**config.mk**
```make
export PLATFORM = sky130hd
export DESIGN_NAME = sram_arbiter
export DESIGN_NICKNAME = d
export VERILOG_FILES = /design/src/rtl/sram_arbiter.sv
export SDC_FILE = /design/constraint.sdc
export NUM_CORES = 1
export LEC_CHECK = 0
export ABC_CLOCK_PERIOD_IN_PS = 2700
export BUFFER_PORTS_ARGS = -buffer_cell sky130_fd_sc_hd__buf_4
export CELL_PAD_IN_SITES_DETAIL_PLACEMENT = 0
export CELL_PAD_IN_SITES_GLOBAL_PLACEMENT = 1
export CORE_ASPECT_RATIO = 0.6
export CORE_MARGIN = 2
export CORE_UTILIZATION = 40
export CTS_CLUSTER_DIAMETER = 30
export CTS_CLUSTER_SIZE = 14
export DETAILED_ROUTE_END_ITERATION = 7
export PLACE_DENSITY = 0.83
export SLEW_MARGIN = 20
export SYNTH_ARGS = -nofsm -noshare
export SYNTH_HDL_FRONTEND = slang
export SYNTH_SLANG_ARGS = --single-unit
```
**constraint.sdc**
```tcl
create_clock -name clk -period 2.7 [get_ports clk]
set_clock_uncertainty 0.1 [all_clocks]
set_input_delay 0.27 -clock clk [delete_from_list [all_inputs] [get_ports clk]]
set_output_delay 0.27 -clock clk [all_outputs]
set_load 0.005 [all_outputs]
```
**src/rtl/sram_arbiter.sv**
```systemverilog
// sram_arbiter: shares the single-port data SRAM between the instruction
// decoder (CPU port, read/write) and the LCD driver (LCD port, read-only).
// Accesses are serialised through IDLE -> ACCESS -> [WAIT x RD_LAT] -> DONE
// with a req/gnt/done handshake on each port.
// Default build: round-robin between the two ports on contention.
// Optional macro SRAM_ARB_CPU_PRIO_EN: the CPU wins contention, and an LCD
// starvation guard hands the SRAM to the LCD after 16 consecutive CPU wins.
module sram_arbiter #(
    parameter int ADDR_W = 8,
    parameter int DATA_W = 8,
    parameter int RD_LAT = 1
) (
    input  logic              clk,
    input  logic              sys_rst,
    input  logic              cpu_req,
    input  logic              cpu_we,
    input  logic [ADDR_W-1:0] cpu_addr,
    input  logic [DATA_W-1:0] cpu_wdata,
    output logic              cpu_gnt,
    output logic              cpu_done,
    output logic [DATA_W-1:0] cpu_rdata,
    input  logic              lcd_req,
    input  logic [ADDR_W-1:0] lcd_addr,
    output logic              lcd_gnt,
    output logic              lcd_done,
    output logic [DATA_W-1:0] lcd_rdata,
    output logic [ADDR_W-1:0] mem_addr,
    output logic              mem_rd_en,
    output logic              mem_wr_en,
    output logic [DATA_W-1:0] mem_wdata,
    input  logic [DATA_W-1:0] mem_rdata,
    output logic              busy
);

    typedef enum logic [1:0] {
        S_IDLE,
        S_ACCESS,
        S_WAIT,
        S_DONE
    } state_t;

    state_t     state;
    logic       win_lcd;       // latched winner: 1 = LCD, 0 = CPU
    logic       we_l;          // latched write flag of the winner
    logic       rr_last_lcd;   // 1 = LCD was served last
    logic [2:0] wait_cnt;
    logic       pick_lcd;

    // The last WAIT cycle is the one in which the SRAM presents read data.
    localparam logic [2:0] WAIT_LAST = 3'(RD_LAT - 1);

`ifdef SRAM_ARB_CPU_PRIO_EN
    logic [7:0] starve_cnt;
`endif

    // Winner selection for the current IDLE cycle.
    always_comb begin
        pick_lcd = 1'b0;
        if (lcd_req && !cpu_req) begin
            pick_lcd = 1'b1;
        end else if (lcd_req && cpu_req) begin
`ifdef SRAM_ARB_CPU_PRIO_EN
            pick_lcd = (starve_cnt >= 8'd16);
`else
            pick_lcd = !rr_last_lcd;
`endif
        end
    end

    // Transaction FSM with registered handshake and SRAM strobe outputs.
    always_ff @(posedge clk or posedge sys_rst) begin
        if (sys_rst) begin
            state       <= S_IDLE;
            win_lcd     <= 1'b0;
            we_l        <= 1'b0;
            rr_last_lcd <= 1'b1;
            wait_cnt    <= 3'd0;
            cpu_gnt     <= 1'b0;
            cpu_done    <= 1'b0;
            cpu_rdata   <= '0;
            lcd_gnt     <= 1'b0;
            lcd_done    <= 1'b0;
            lcd_rdata   <= '0;
            mem_addr    <= '0;
            mem_rd_en   <= 1'b0;
            mem_wr_en   <= 1'b0;
            mem_wdata   <= '0;
            busy        <= 1'b0;
`ifdef SRAM_ARB_CPU_PRIO_EN
            starve_cnt  <= 8'd0;
`endif
        end else begin
            cpu_done <= 1'b0;
            lcd_done <= 1'b0;
            case (state)
                S_IDLE: begin
                    if (cpu_req || lcd_req) begin
                        // mem_addr/mem_wdata double as the latched request,
                        // so later requester input changes are ignored.
                        win_lcd   <= pick_lcd;
                        we_l      <= !pick_lcd && cpu_we;
                        mem_addr  <= pick_lcd ? lcd_addr : cpu_addr;
                        mem_wr_en <= !pick_lcd && cpu_we;
                        mem_rd_en <= pick_lcd || !cpu_we;
                        mem_wdata <= (!pick_lcd && cpu_we) ? cpu_wdata : '0;
                        cpu_gnt   <= !pick_lcd;
                        lcd_gnt   <= pick_lcd;
                        busy      <= 1'b1;
                        state     <= S_ACCESS;
`ifdef SRAM_ARB_CPU_PRIO_EN
                        if (pick_lcd) begin
                            starve_cnt <= 8'd0;
                        end else if (lcd_req) begin
                            starve_cnt <= starve_cnt + 8'd1;
                        end
`endif
                    end
                end
                S_ACCESS: begin
                    mem_rd_en <= 1'b0;
                    mem_wr_en <= 1'b0;
                    wait_cnt  <= 3'd0;
                    if (we_l) begin
                        cpu_done <= !win_lcd;
                        lcd_done <= win_lcd;
                        state    <= S_DONE;
                    end else begin
                        state    <= S_WAIT;
                    end
                end
                S_WAIT: begin
                    if (wait_cnt == WAIT_LAST) begin
                        if (win_lcd) begin
                            lcd_rdata <= mem_rdata;
                        end else begin
                            cpu_rdata <= mem_rdata;
                        end
                        cpu_done <= !win_lcd;
                        lcd_done <= win_lcd;
                        wait_cnt <= 3'd0;
                        state    <= S_DONE;
                    end else begin
                        wait_cnt <= wait_cnt + 3'd1;
                    end
                end
                S_DONE: begin
                    cpu_gnt     <= 1'b0;
                    lcd_gnt     <= 1'b0;
                    busy        <= 1'b0;
                    rr_last_lcd <= win_lcd;
                    state       <= S_IDLE;
                end
                default: begin
                    state <= S_IDLE;
                end
            endcase
        end
    end

endmodule

```
==> results.md, run 1 <==
* Most used flip-flop cell after synthesis: dfrtp_1
* Dpl cells at 300
* # diodes at 0
* Worst Max-Slew Pin Slew at 0.958 ns
* I/O Buffers at 75
* Clock transition at path regs at about 0.080 ns
* Routed length per instance at 13.4 um
* Layout cells sized above 1 at 43.8%
* ANT nets after route at 0
* Overflow after GRT at 0
* Area leader, netlist: dfrtp_1
* Post-Route WL at 4140 um
* Detailed Route Iter0 Violations at 43
* Crit-path max FO at 8
* Final Non-Filler Cells at 308
* Height of the die at 59.6 um
* TritonCTS Buffers at 5
* GR Layer Usage met1 at 22.4%
* Top cells by area, synth: dfrtp_1 56%, mux2_2 9.8%, o21ai_0 4.6%
* Status: finished, final reports clean
* Worst EP required at ~2.8 ns
* CP Launch Type: flop
* Setup CP Type: flop to flop
* Pin count of the biggest net entering global routing at 48
* Ports at 76
* Cell count after synthesis at 164
* Worst-Skew Late Latency at 0.30 ns
* Tcrit/Tclk final at 72.8%
* Ys async rst share at 100%
* Clock tree buffer depth at 2
* Synth Register Bits at 47
* Tmin final at about 2.0 ns
* Mean Syn Cell Area at 12.6 um2
* CP arrival at 2.05 ns
* Met3 Resource Use GR at 5.66%
* PostCTS Resize Cnt at 0
* Syn-to-layout area delta at 33.7%
* Core area at 0.00500 mm2
* Num rows at 20
* Final Hold Vio Count at 0
* Initial antenna violation count at 0
* CTS tree: done
* Synth top area share at 55.8%
* GPL Wtd Cong at ~0.73
* Final instance area at 0.00276 mm2
* Starting Density at between 40% and 50%
* Max Fclk at between 0.5 and 0.6 GHz
* PnR Total Power at 2.86 mW
* Final hold slack at 0.0826 ns
* Post-CTS Setup Bufs at 0
* Setup TNS at 0 ns
* Critical path capture point type: flop
* Pleak at around 1.4 nW
* Synth Warn # at 0
* Max-Cap Viols at 0
* Count leader, synth: dfrtp_1
* Vias/cell at 4.90
* Nets at 285
* DRT Pass-1 Iters at 4
* Final setup fails at 0
* Final count of pins violating max slew at 0
* Clk sinks at 47
* Vias at 1510
* First-pass GRT wire length at 6890 um
* DP HPWL at 3090 um
* Met2 Track Usage GR at 20.8%
* DIE WIDTH at 96.7 um
* Hold-fix buffers, CTS at 0
* Hold Path Class: primary input to flop
* GR peak layer: met1
* Die Footprint at 0.00577 mm2
* Pwr Density at 1040 mW/mm2
* Rel. slew slack at 36.1%
* Post-Syn Area at just over 0.002 mm2
* Max VDD drop at 0.527 mV
* GRT Overall Usage at 15.3%
* Vias in the first global route at between 1000 and 1500
* Yosys cell types at 31
* Root Buffer: clkbuf_8
* Drt drc at 0
* Sequential area share after synthesis at 57.1%
* Synth top cells by count: 46 x dfrtp_1, 19 x o21ai_0, 18 x mux2_2
* Cell area after placement at 0.00268 mm2
* Syn nets at 208
* H-tree level count at 2
* Post-synth EDFFs at 0
* RSZ-0062 raised after global routing: no
[worst max-delay path: stages (launching register included)]
cell     delay, ns
dfrtp_1       0.42
inv_1         0.13
ha_1          0.30
inv_1         0.13
nor3_4        0.39
mux2_2        0.39
[stage by stage]
step	worst slack [ns]	utilization, %
after floorplan	0.944	-
after global placement	0.752	53.4
after detailed placement	0.743	53.4
after CTS	0.735	55.1
after global routing	0.581	55.1
final	0.735	55.1
[routing by layer]
metal	vias to the layer above	part of all wire, %
met1	711	50
met5	-	0
met4	0	1.3
met3	6	7.9
met2	51	40
li1	742	-
[path summary, 6_finish.rpt]
path | startpoint | end | slack (ns) | cells past startpoint
setup / recovery | state[0]$_DFFE_PP0P_ | cpu_rdata[5]$_DFFE_PP0P_ | 0.74 | 5
hold / removal | cpu_wdata[7] | mem_wdata[7]$_DFFE_PP0P_ | 0.08 | 2
setup reg to reg | state[0]$_DFFE_PP0P_ | cpu_rdata[5]$_DFFE_PP0P_ | 0.74 | 5
hold reg to reg | mem_addr[0]$_DFFE_PP0P_ | mem_addr[0]$_DFFE_PP0P_ | 0.38 | 2
max in group asynchronous | sys_rst | wait_cnt[0]$_DFFE_PP0P_ | 1.82 | 2
min in group asynchronous | sys_rst | lcd_rdata[4]$_DFFE_PP0P_ | 0.09 | 2
[where the power goes]
part / internal (mW) / switching, mW / total, mW / leakage, nW
clock network: 0.177 / 0.227 / 0.404 / 0.0477
logic: 0.727 / 0.508 / 1.23 / 0.744
registers: 1.02 / 0.200 / 1.22 / 0.588
total: 1.93 / 0.934 / 2.86 / 1.38
[cell type report]
type                    instances  area, um2
flip-flops and latches         47       1180
repair buffers                 75        563
multi-input cells             104        822
fillers                       458       2250
clock inverters                 3       15.0
inverters                       8       30.0
clock buffers                   5       68.8
well taps                      66       82.6
[flip-flops by register name (all words and copies together), names as in the netlist]
| signal | cells |
|---|---|
| mem_addr | 8 |
| lcd_done | 1 |
| state | 2 |
| we_l | 1 |
| rr_last_lcd | 1 |
| mem_rd_en | 1 |
| win_lcd | 1 |
| lcd_rdata | 8 |
| mem_wdata | 8 |
| busy | 1 |
| wait_cnt | 3 |
| cpu_rdata | 8 |
| cpu_done | 1 |
| lcd_gnt | 1 |
| cpu_gnt | 1 |
| mem_wr_en | 1 |
[layout by cell type (no fill, tap or decap), types with 2 or more instances in the layout]
master,Yosys,layout
a22o_1,10,10
clkbuf_8,0,5
o21ai_0,19,19
nor2b_1,2,2
clkinv_2,0,3
inv_1,8,7
nand2b_1,2,2
buf_4,1,75
nand4_1,2,2
ha_1,7,7
mux2i_1,9,9
mux2_2,18,18
dfrtp_1,46,46
nand2_1,14,14
nor2_1,5,5
a211oi_1,2,2
[kinds of logic after synthesis]
group	after synthesis	share of synthesized area, %
DFF	47	57.1
and+or+nand+nor	30	8.19
AOI/OAI and AO/OA	40	13.2
muxes	27	14.2
adders and majority gates	7	4.24
buffers and inverters	13	3.09
(Power assumes the default switching activity.)
==> run 2, diff against run 1 <==
Settings changed: ABC_CLOCK_PERIOD_IN_PS 2700 to 1800, CORE_UTILIZATION 40 to 34, PLACE_DENSITY 0.83 to 0.75.
Clock period 2.7 ns to 1.8 ns, I/O delays scaled along.
==> run 2 against run 1 <==
  * Combinational power rose by 68%
  * Die area rose by 17%
  * Power rose by 65%
  * Critical endpoint is now state[0]$_DFFE_PP0P_
  * Largest power group unchanged
==> results.md, run 2 (same netlist as run 1, synthesis figures left out) <==
* Status: finished, final reports clean
* Die Footprint at 0.00673 mm2
* Sw Pwr at 1.52 mW
* Max-Cap Viols at 0
* Reg2Reg Depth at 6
* Detailed Route Iter0 Violations at 46
* Most common cell after layout, fill and taps aside: buf_4
* Worst Max-Slew Pin Slew at 0.467 ns
* Num rows at 21
* Initial antenna violation count at 0
* Core area at about 0.0057 mm2
* Final instance area at about 0.003 mm2
* Drt drc at 0
* Final count of pins violating max slew at 0
* RSZ-0062 raised after global routing: no
* # diodes at 0
* Logic pwr share at 44.0%
* DP HPWL at approximately 3500 um
* Clock transition at path regs at roughly 0.09 ns
* ANT nets after route at 0
* DRT Pass-1 Iters at 4
* TritonCTS Buffers at 5
* Rel. slew slack at between 60% and 70%
* Final hold slack at 0.00806 ns
* Tcrit/Tclk final at 93.3%
* Switching Share at 32.1%
* DIE WIDTH at 105 um
* Setup TNS at 0 ns
* Tmin final at 1.68 ns
* Worst reg2reg path endpoint: state[0]$_DFFE_PP0P_
* Pwr Density at between 1500 and 2000 mW/mm2
* H-tree level count at 2
* Ports at 76
* Sequential share of power at 39.2%
* CP Launch Type: flop
* Max VDD drop at 0.489 mV
* GPL Wtd Cong at 0.769
* I/O Buffers at 75
* Setup CP Type: flop to flop
* CP arrival at between 1.5 and 2 ns
* Pin count of the biggest net entering global routing at 26
* GRT Overall Usage at 15.0%
* Crit-path max FO at 5
* Max Fclk at approximately 0.6 GHz
* Final Hold Vio Count at 0
* Clk sinks at between 40 and 50
* Crit Reg-Reg Startpoint: state[1]$_DFFE_PP0P_
* Hold Crit Start: cpu_wdata[3]
* Worst Hold Depth at 2
* Critical path capture point type: flop
* Cell area after placement at 0.00278 mm2
* Layout cells sized above 1 at between 40% and 50%
* Worst-Skew Late Latency at 0.30 ns
* Commonest cells after routing, fill and taps aside: 81 x buf_4, 45 x dfrtp_1, 19 x o21ai_0
* Nets at roughly 300
* Syn-to-layout area delta at 46.1%
* Internal Power at approximately 3.2 mW
* First-pass GRT wire length at 7880 um
* CTS tree: done
* Height of the die at 64.3 um
* Post-Route WL at 4710 um
* Starting Density at 36.2%
* Root Buffer: clkbuf_8
* Vias at 1593
* Clock power share at roughly 17%
* Routed length per instance at 13.9 um
* Final setup fails at 0
* Vias in the first global route at 1609
* Pleak at 1.47 nW
* Worst EP required at 1.92 ns
* Vias/cell at 4.69
* Hold EP: mem_wdata[3]$_DFFE_PP0P_
* Clock tree buffer depth at 2
* Overflow after GRT at 0
* Post-CTS Setup Bufs at 0
* Hold Path Class: primary input to flop
* Reg2reg setup slack at 0.12 ns
run 2: cell count changes in the layout (fill, tap and decap cells not counted), moves of 2 or more:
cell           before  now
dlygate4sd3_1       0   10
buf_4              75   81
clkinv_2            3    0
buf_12              0    2
ha_1                7    5
run 2: worst max-delay path: stages, from the launching register on:
cell	delay (ns)
dfrtp_2	0.43
inv_1	0.10
ha_2	0.23
nor3b_4	0.17
buf_4	0.15
a211oi_1	0.24
a2bb2oi_1	0.19
run 2: worst max-delay path by stage:
stage | startpoint | to
after floorplan | state[0]$_DFFE_PP0P_ | cpu_rdata[0]$_DFFE_PP0P_
after global placement | state[1]$_DFFE_PP0P_ | state[1]$_DFFE_PP0P_
after detailed placement | state[0]$_DFFE_PP0P_ | lcd_rdata[1]$_DFFE_PP0P_
after CTS | state[0]$_DFFE_PP0P_ | cpu_rdata[5]$_DFFE_PP0P_
after global routing | state[1]$_DFFE_PP0P_ | state[0]$_DFFE_PP0P_
final | state[1]$_DFFE_PP0P_ | state[0]$_DFFE_PP0P_
run 2: final cells by class:
cell class	count	area, um2
fill	512	2690
sequential	47	1180
multi-input combinational	104	842
timing repair buffer	93	748
tap	80	100
clock buffer	5	68.8
clock inverter	3	46.3
inverter	8	30.0
run 2: repair_timing:
item                                   in CTS  in global routing
hold buffers                                8                  2
pin swaps                                   0                  0
setup endpoints to repair                   6                 10
resized for setup                           2                  5
endpoints found under the hold margin      26                  2
gates cloned                                0                  0
run 2: routing by layer:
metal  global-route usage, %  wire [um]  vias to the layer above
met1                    22.0       2420                      760
met3                    4.59        298                        2
met5                       0          0                        -
li1                        -          -                      780
met4                    4.05         25                        0
met2                    21.2       1970                       51
run 2: power groups by stage:
stage                     Clock [mW]  Combinational (mW)  Sequential [mW]
after floorplan                    0               0.993             1.84
after global placement             0                2.01             1.85
after detailed placement           0                2.04             1.86
after CTS                      0.813                2.07             1.84
after global routing           0.863                2.29             1.92
final                          0.792                2.07             1.85
run 2: through the flow:
stage          util (%)  power [mW]  instances  worst slack (ns)
3_5_place_dp       48.7        3.90        322            0.0177
2_1_floorplan         -        2.84        164            0.0439
6_report           52.9        4.71        340             0.120
4_1_cts            52.2        4.73        338            0.0387
5_1_grt            52.9        5.07        340            0.0211
3_3_place_gp       48.7        3.86        322            0.0776
==> run 3, diff against run 2 <==
Settings changed: ABC_CLOCK_PERIOD_IN_PS 1800 to 1550, CORE_UTILIZATION 34 to 38, PLACE_DENSITY 0.75 to 0.79.
Clock period 1.8 ns to 1.55 ns, I/O delays scaled along.
==> run 3 against run 2 <==
  * The run now ends with setup timing left
  * Setup slack lost 0.15 ns
  * Final area grew 8.3%
  * Routed wire length grew 9.0%
  * Clock power grew 33%
  * Sequential share of layout area shrank 3.0 points
  * Final cell count is the same
  * Critical path type unchanged
  * Critical endpoint unchanged
==> results.md, run 3 (same netlist as run 1, synthesis figures left out) <==
* CP arrival at 1.69 ns
* Crit Reg-Reg Startpoint: state[1]$_DFFE_PP0P_
* Final Hold Vio Count at 0
* Vias in the first global route at 1533
* Post-place setup slack at -0.0152 ns
* Clk sinks at 47
* Setup CP Type: flop to flop
* Nets at 317
* RSZ-0062 raised after global routing: yes
* Rel. slew slack at around 69%
* Worst Hold Depth at 2
* PnR Total Power at 6.05 mW
* Crit-path max FO at 4
* Ports at 76
* Reg2Reg Depth at 6
* DIE WIDTH at 99.1 um
* Hold EP: cpu_rdata[1]$_DFFE_PP0P_
* Drt drc at 0
* Tcrit/Tclk final at 102%
* Reg2reg setup slack at -0.03 ns
* CTS tree: done
* Setup WS post-layout at -0.0293 ns
* FILL cells at 408
* Final Core Density at 63.3%
* Final setup fails at 11
* Hold Crit Start: mem_rdata[1]
* Num rows at 20
* Vias at 1643
* FF/Latch Area at 0.00118 mm2
* GRT Overall Usage at 17.2%
* Commonest cells after routing, fill and taps aside: 88 x buf_4, 45 x dfrtp_1, 19 x o21ai_0
* Max VDD drop at between 0.7 and 0.8 mV
* Max Fclk at 0.633 GHz
* GPL Wtd Cong at 0.743
* Worst EP required at 1.66 ns
* Root Buffer: clkbuf_8
* Clock transition at path regs at 0.09 ns
* Core area at 0.00515 mm2
* Overflow after GRT at 0
* # diodes at 0
* TritonCTS Buffers at 5
* Tmin final at 1.58 ns
* Final Non-Filler Cells at 340
* DRT Pass-1 Iters at 4
* Most common cell after layout, fill and taps aside: buf_4
* Detailed Route Iter0 Violations at 39
* I/O Buffers at 75
* Failing checks: setup timing
* Status: finished, violations left
* Pin count of the biggest net entering global routing at 28
* H-tree level count at 2
* Max-Cap Viols at 0
* DP HPWL at 3680 um
* Starting Density at 40.0%
* Clock tree buffer depth at 2
* Worst Max-Slew Pin Slew at 0.464 ns
* Routed length per instance at between 15 and 20 um
* Hold Path Class: primary input to flop
* Pleak at 1.64 nW
* Initial antenna violation count at 0
* CP Launch Type: flop
* Layout cells sized above 1 at 50.4%
* First-pass GRT wire length at 7800 um
* Die Footprint at approximately 0.0061 mm2
* Post-Route WL at 5130 um
* Setup TNS at -0.103 ns
* ANT nets after route at 0
* Vias/cell at 4.83
* Critical path capture point type: flop
* Height of the die at 61.1 um
* Multi-input logic area at around 940 um2
* Worst reg2reg path endpoint: state[0]$_DFFE_PP0P_
* Worst-Skew Late Latency at 0.30 ns
* Dpl cells at 315
* Syn-to-layout area delta at 58.2%
* Pwr Density at 1850 mW/mm2
* Final count of pins violating max slew at 0
run 3: cell count changes in the layout (fill, tap and decap cells not counted), moves of 2 or more:
cell and delta:
buf_12 +2, buf_4 +7, dlygate4sd3_1 +4, inv_1 -4
inv_2 +3, mux2_2 -16, mux2_4 +16
run 3: final cells by class:
| type | count | area share, % |
|---|---|---|
| Multi-Input combinational cell | 104 | 28.9 |
| Timing Repair Buffer | 107 | 27.3 |
| Clock inverter | 2 | 1.84 |
| Sequential cell | 47 | 36.1 |
| Clock buffer | 6 | 2.22 |
| Inverter | 8 | 0.997 |
| Tap cell | 66 | 2.53 |
run 3: what timing repair did:
item,in CTS,in global routing
buffers inserted,2,1
hold endpoints to repair,31,3
hold buffers,12,2
pin swaps,0,3
endpoints found under the setup margin,16,30
gates resized for setup,2,19
run 3: where the power goes:
| part | internal, mW | switching, mW | total (mW) |
|---|---|---|---|
| clock network | 0.645 | 0.406 | 1.05 |
| registers | 1.79 | 0.374 | 2.16 |
| logic | 1.73 | 1.11 | 2.83 |
run 3: worst max-delay path: stages, from the launching register on:
cell       delay [ns]
dfrtp_2          0.45
inv_2            0.07
ha_2             0.20
nor3b_4          0.29
a21oi_4          0.06
buf_4            0.14
a2bb2oi_1        0.17
run 3: routing by layer:
| metal | share of wire (%) | global-route usage, % | wire length (um) |
|---|---|---|---|
| met4 | 0.93 | 6.46 | 48 |
| met5 | 0 | 0 | 0 |
| met1 | 51 | 25.3 | 2590 |
| met2 | 41 | 24.7 | 2100 |
| met3 | 7.7 | 4.77 | 393 |
run 3: how the worst max path moves through the flow:
| stage | cells after the start | start | to |
|---|---|---|---|
| floorplan | 6 | state[1]$_DFFE_PP0P_ | state[1]$_DFFE_PP0P_ |
| global placement | 4 | state[1]$_DFFE_PP0P_ | lcd_rdata[6]$_DFFE_PP0P_ |
| detailed placement | 4 | state[1]$_DFFE_PP0P_ | lcd_rdata[1]$_DFFE_PP0P_ |
| CTS | 6 | wait_cnt[1]$_DFFE_PP0P_ | cpu_rdata[3]$_DFFE_PP0P_ |
| global route | 6 | state[0]$_DFFE_PP0P_ | state[0]$_DFFE_PP0P_ |
| finish | 6 | state[1]$_DFFE_PP0P_ | state[0]$_DFFE_PP0P_ |
run 3: stage by stage:
stage / hold WS [ns] / area [um2]
floorplan: 0.188 / 2120
global placement: 0.107 / 2890
detailed placement: 0.109 / 2890
CTS: 0.00282 / 3170
global route: 0.000224 / 3260
finish: 0.0113 / 3260
